### config.mk
export PLATFORM = sky130hd
export DESIGN_NAME = lbp_scan_ctrl
export DESIGN_NICKNAME = d
export VERILOG_FILES = /design/src/rtl/lbp_scan_ctrl.sv
export SDC_FILE = /design/constraint.sdc
export NUM_CORES = 1
export LEC_CHECK = 0
export BUFFER_PORTS_ARGS = -buffer_cell sky130_fd_sc_hd__buf_2
export CORE_MARGIN = 2
export CORE_UTILIZATION = 54
export CTS_BUF_LIST = sky130_fd_sc_hd__clkbuf_4
export DETAILED_ROUTE_END_ITERATION = 8
export PLACE_DENSITY = 0.78
export REMOVE_ABC_BUFFERS = 1
export SLEW_MARGIN = 20
export SYNTH_ARGS = -nofsm -noshare
export SYNTH_HDL_FRONTEND = slang
export SYNTH_SLANG_ARGS = --single-unit
### constraint.sdc
create_clock -name clk -period 4.06 [get_ports clk]
set_input_delay 0.406 -clock clk [delete_from_list [all_inputs] [get_ports clk]]
set_output_delay 0.406 -clock clk [all_outputs]
set_load 0.03 [all_outputs]
### src/rtl/lbp_scan_ctrl.sv
// lbp_scan_ctrl: raster-scans the gray image, issuing nine 3x3 neighbour reads
// per interior pixel and one LBP write per pixel (border pixels written as zero).
module lbp_scan_ctrl #(
  parameter int IMG_W  = 128,
  parameter int IMG_H  = 128,
  parameter int ADDR_W = 14
) (
  input  logic              clk,
  input  logic              reset,
  input  logic              gray_ready,
  output logic              gray_req,
  output logic [ADDR_W-1:0] gray_addr,
  output logic              nb_load,
  output logic [3:0]        nb_idx,
  output logic              border,
  output logic              lbp_valid,
  output logic [ADDR_W-1:0] lbp_addr,
  output logic              finish
);
  localparam int CW = $clog2(IMG_W);
  localparam int RW = ADDR_W - CW;
  localparam logic [RW-1:0] ROW_END = RW'(IMG_H - 1);
  localparam logic [CW-1:0] COL_END = CW'(IMG_W - 1);
  localparam logic [ADDR_W-1:0] PIX_END = ADDR_W'(IMG_W * IMG_H - 1);
  typedef enum logic [2:0] {IDLE, READ, LAST, WRITE, DONE} state_t;
  state_t state_q, state_d;
  logic [RW-1:0] row_q, row_d;
  logic [CW-1:0] col_q, col_d;
  logic [3:0] idx_q, idx_d, dr, dc;
  function automatic logic inner(input logic [RW-1:0] r, input logic [CW-1:0] c);
    return r != '0 && r != ROW_END && c != '0 && c != COL_END;
  endfunction
  // neighbour offset: row/col shifted by idx/3-1 and idx%3-1
  always_comb begin
    dr = idx_q / 4'd3;
    dc = idx_q % 4'd3;
    gray_req = state_q == READ && gray_ready;
    gray_addr = state_q == READ ? {row_q + RW'(dr) - RW'(1), col_q + CW'(dc) - CW'(1)} : '0;
  end
  always_comb begin
    state_d = state_q;
    row_d = row_q;
    col_d = col_q;
    idx_d = idx_q;
    case (state_q)
      IDLE: if (gray_ready) state_d = inner(row_q, col_q) ? READ : WRITE;
      READ: if (gray_ready) begin
        idx_d = idx_q == 4'd8 ? 4'd0 : idx_q + 4'd1;
        state_d = idx_q == 4'd8 ? LAST : READ;
      end
      LAST: state_d = WRITE;
      WRITE: begin
        {row_d, col_d} = {row_q, col_q} + ADDR_W'(1);
        state_d = {row_q, col_q} == PIX_END ? DONE : inner(row_d, col_d) ? READ : WRITE;
      end
      default: state_d = DONE;
    endcase
  end
  // write-side outputs are registered from the next state so they line up with WRITE
  always_ff @(posedge clk or negedge reset) begin
    if (!reset) begin
      state_q   <= IDLE;
      row_q     <= '0;
      col_q     <= '0;
      idx_q     <= '0;
      nb_load   <= 1'b0;
      nb_idx    <= '0;
      border    <= 1'b0;
      lbp_valid <= 1'b0;
      lbp_addr  <= '0;
      finish    <= 1'b0;
    end else begin
      state_q   <= state_d;
      row_q     <= row_d;
      col_q     <= col_d;
      idx_q     <= idx_d;
      nb_load   <= gray_req;
      nb_idx    <= gray_req ? idx_q : '0;
      border    <= state_d == WRITE && !inner(row_d, col_d);
      lbp_valid <= state_d == WRITE;
      lbp_addr  <= state_d == WRITE ? {row_d, col_d} : '0;
      finish    <= state_d == DONE;
    end
  end
endmodule

# Word-level counts from Yosys, hierarchy flattened
# Cells that the tools add are included.
[word_totals]
mem_bits_ro = 0
register_bits = 43
mem_bits_rw = 0
out_inout_bits = 37
latchBits = 0
mem_count = 0
[classes]
div_mod_pow = 2
magnitude_cmp = 0
eq_ne = 13
n_bitwise = 0
addsub = 6
mux = 13
shifts = 0
n_reduce_logical = 20
mul = 0
[op_table]
columns = ["operator", "n"]
rows = [
  ["7-bit != test, second input constant", 6],
  ["7-bit nonzero test", 6],
  ["14-bit two-way mux", 2],
  ["14-bit by 1-bit adder with 14-bit output, second input constant", 1],
  ["7-bit by 4-bit adder with 7-bit output", 2],
  ["14-bit == test, second input constant", 1],
  ["7-bit two-way mux", 2],
  ["7-bit by 1-bit subtractor with 7-bit output, second input constant", 2],
  ["3-bit one-hot mux with 4 select lines", 1],
  ["1-bit logical AND", 11],
  ["3-bit by 2-bit == test with 1-bit output, second input constant", 3],
  ["3-bit two-way mux", 3],
  ["4-bit two-way mux", 2],
  ["2-bit two-way mux", 3],
  ["4-bit by 1-bit adder with 4-bit output, second input constant", 1],
  ["4-bit by 2-bit divider with 4-bit output, second input constant", 1],
  ["4-bit == test, second input constant", 1],
  ["4-bit by 2-bit remainder unit with 4-bit output, second input constant", 1],
  ["3-bit by 1-bit == test with 1-bit output, second input constant", 1],
  ["3-bit == test, second input constant", 1],
  ["3-bit zero test", 1],
  ["2-bit AND reduction", 1],
  ["1-bit zero test", 1],
]

# Logic depth before layout (Yosys ltp)
[depth]
depth_word = 10
mapped_depth = 20

# Worst setup path after synthesis
# OpenSTA, ideal clock, no wires.
[synth_path]
kind = "register to output"
startpoint = "reg idx_q[2]"
endpoint = "out gray_addr[5]"
slack_ps = -134
stages_incl_launch_ff = 21
n_path_buf = 0
t_arrival_ps = 3788
t_required_ps = 3654
path_cell_list = "dfrtp_1 -> nor2b_1 -> ha_1 -> inv_1 -> ha_1 -> inv_1 -> a21oi_1 -> xnor2_1 -> ha_1 -> nor3b_1 -> mux2i_1 -> ha_1 -> inv_1 -> ha_1 -> inv_1 -> fa_1 -> inv_1 -> a21o_1 -> a21oi_1 -> xnor2_1 -> nor2_1"
[synth_via]
elab_chain_cells = 4
[synth_lines]
columns = ["element", "line", "source"]
rows = [
  ["start, declared", "29", "logic [3:0] idx_q, idx_d, dr, dc;"],
  ["start signal, assigned", "76", "idx_q <= idx_d;"],
  ["4-bit by 2-bit remainder unit with 4-bit output", "36", "dc = idx_q % 4'd3;"],
  ["7-bit by 4-bit adder with 7-bit output", "38", "gray_addr = state_q == READ ? {row_q + RW'(dr) - RW'(1), col_q + CW'(dc) - CW'(1)} : '0;"],
  ["7-bit by 1-bit subtractor with 7-bit output", "38", ""],
  ["14-bit two-way mux", "38", ""],
  ["end, declared", "12", "output logic [ADDR_W-1:0] gray_addr,"],
]
# Every way passes these cells.

# Final worst setup path
# Ends and elaborated chain as after synthesis.

==> summary.txt <==
First-pass DRT Iterations -> 4
Total GRT Usage -> 23.20%
Max clock buf depth -> 2
CP required -> 3.65 ns
IO Pins -> 40
status -> finished with violations
CP Capture Type -> primary output
yosys synthesis warning count -> 0
Hold Crit Class -> in2async
area grow syn2layout -> 21.51%
Core ar. -> 0.005473 mm^2
Synth Cell Area -> 0.003025 mm^2
final setup margin -> -0.06919 ns
die area -> 0.006217 mm^2
DR vias -> 2532
Max Slew Vio Count -> 0
worst-case reg-to-reg path depth -> 8
Fmax achieved -> 0.2422 GHz
latest clock arrival within the worst-skew pair -> 0.36 ns
grt total ovfl -> 0
fin crit share -> 101.7%
WP depth -> 22
Setup Slack @ Placement -> -0.02766 ns
CTS tree -> yes
Worst EP arrival -> 3.72 ns
Routability Congestion -> 0.8940
Crit path largest cell delay -> 0.42 ns
nets -> 434
Sink Count -> 43
layout cells sized above 1 -> 26.70%
RSZ-0062 raised after global routing -> yes
I/O Buffers -> 39
relative slew slack -> 37.38%
WS Path Type -> reg2out
diodes inserted -> 0
commonest register cell after synthesis -> dfrtp_1
FF+latch count, synth -> 43
max cap viols -> 0
Avg Cell Area, Syn -> 8.977 um^2
clk_skew -> 0.01032 ns
number of vias per cell -> 5.399
Detailed Place HPWL -> 4880 um
Iteration-0 DRC Markers -> 214
Crit path top cell by count -> ha_4
first-pass GRT wire length -> 11450 um
clock transition at the registers of the reported paths -> 0.14 ns
ys async rst share -> 100.0%
Final min period -> 4.129 ns
final hold vios -> 0
library cells used by synthesis -> 47
Synth top area share -> 35.57%
Yosys top cell by area -> dfrtp_1
Wirelength per Cell -> 14.94 um
clock root buffer -> clkbuf_4
Routed Antenna Nets -> 0
cts hold-fix bufs -> 0
CP Launch Type -> flip-flop
Critical path buffers and inverters -> 7
post-synthesis cell count -> 337
initial antenna violation count -> 0
largest cells by area after synthesis -> dfrtp_1 (36%), ha_1 (14%), xnor2_1 (6.4%)
chip height -> 78.85 um
Worst Path Max Fanout -> 3
worst-margin pin slew -> 0.9394 ns
H-tree Lvls -> 2
FP Rows -> 27
failing checks -> negative setup slack
slowest CP cell -> dfrtp_1
setup violators final -> 4
Critical Path, Cell by Cell -> nor2b_4, ha_4, inv_4, ha_4, inv_4, a21oi_4, buf_6, nor2_2, a21oi_2, nor3b_4, mux2i_1, ha_2, inv_2, ha_4, inv_2, fa_2, inv_1, a21o_1, a21oi_2, xnor2_1, nor2_1, buf_4
drt drc -> 0
EDFF count, synth -> 0
Worst path top cell family by delay -> adder cells
Die X-Extent -> 78.85 um
Initial Utilization -> 55.28%
Seq/Total Area, Yosys -> 35.57%
final wirelength -> 7006 um
CTS Buf Count -> 5
largest net degree at the start of global routing -> 44
vias in the first global route -> 2493
what timing repair did:
action                                  4_1_cts  5_1_grt
pin swaps                                     8       13
endpoints found under the setup margin        8        7
resized for setup                            29       21
setup buffers                                11        3
through the flow:
stage          hold slack, ns  TNS [ns]  util (%)  area (um^2)  cells
3_5_place_dp           0.5661  -0.02766     60.77         3326    447
4_1_cts                0.2050  -0.07091     65.34         3576    466
3_3_place_gp           0.5472         0     60.77         3326    447
5_1_grt                0.2396    -1.027     67.17         3676    469
6_report               0.1738   -0.1202     67.17         3676    469
2_1_floorplan          0.1104   -0.2995         -         2980    328
layout make-up:
class                   count  area (um^2)
clock buffers               5        37.54
inverters                  44        170.2
flip-flops and latches     43         1077
multi-input cells         241         1899
fillers                   464         1797
well taps                  72        90.09
clock inverters             3        20.02
repair buffers             61        381.6
cells in the mapped netlist (all sizes together), types with 2 or more instances:
cell,count
mux2i,3
and3,7
o21bai,4
inv,43
nor4,3
o22ai,2
xnor2,22
a31oi,3
ha,33
or2,3
a211oi,5
fa,2
o221ai,2
clkbuf,5
a21o,5
dfrtp,43
nand4,8
nand2b,2
nand3,14
a21oi,10
o21ai,6
o21a,2
o211ai,2
buf,4
and2,4
nor3,11
nand2,16
nor2b,15
nor2,35
and2b,2
and4,3
xor2,6
or3,3
per-layer routing:
metal	vias to the layer above	GRT usage [%]	wire, um
met4	0	6.724	76
met3	8	4.659	323
met2	66	40.00	3599
met5	-	0	0
li1	1257	-	-
met1	1201	29.67	3007
placed cells by master (no fill, tap or decap), types with 3 or more instances in the layout:
master / count
nand4_1: 8
nand2_1: 16
dfrtp_1: 42
ha_1: 26
o21ai_0: 5
mux2i_1: 3
clkbuf_4: 5
nor3_1: 9
o21bai_1: 4
ha_4: 6
buf_2: 32
nor2b_1: 12
a21o_1: 5
and2_1: 4
and3_1: 7
or3_1: 3
or2_2: 3
buf_4: 28
nor2_1: 34
and4_1: 3
nand3_1: 13
xor2_1: 6
a21oi_1: 3
nor4_1: 3
xnor2_1: 21
a21oi_2: 6
a211oi_1: 5
inv_1: 39
worst reg2reg max path, delay by kind of cell (launching register included):
kind | cells | cell delay, ns
simple gates | 3 | 1.00
compound gates | 3 | 0.84
flops | 1 | 0.55
fa+ha+maj | 1 | 0.36
xor+xnor | 1 | 0.16
final timing paths:
path | startpoint | to | slack (ns)
worst max-delay path | idx_q[2]$_DFFE_PN0P_ | gray_addr[5] | -0.07
worst min-delay path | reset | lbp_addr[4]$_DFF_PN0_ | 0.17
worst max register to register | col_q[0]$_DFF_PN0_ | lbp_addr[2]$_DFF_PN0_ | 1.05
worst min register to register | state_q[2]$_DFF_PN0_ | state_q[0]$_DFF_PN0_ | 0.57
max in group asynchronous | reset | idx_q[3]$_DFFE_PN0P_ | 3.25
min in group clk | gray_ready | nb_idx[2]$_DFF_PN0_ | 0.38
cell families after synthesis:
group,count (synthesis),share of synthesized area (%)
and+or+nand+nor,130,22.62
xor gates and xnor gates,28,8.106
adders and majority gates,35,14.97
AOI/OAI and AO/OA,44,10.42
muxes,4,1.365
buffers and inverters,53,6.948
DFF,43,35.57
state kept, by name (all words and copies together) (netlist names):
register	flops
finish	1
lbp_valid	1
lbp_addr	14
col_q	7
nb_load	1
nb_idx	4
idx_q	4
state_q	3
border	1
row_q	7
Power is left out: the tool's default activity adds up to more than one toggle a clock period on the data nets, which glitch-free logic cannot reach.
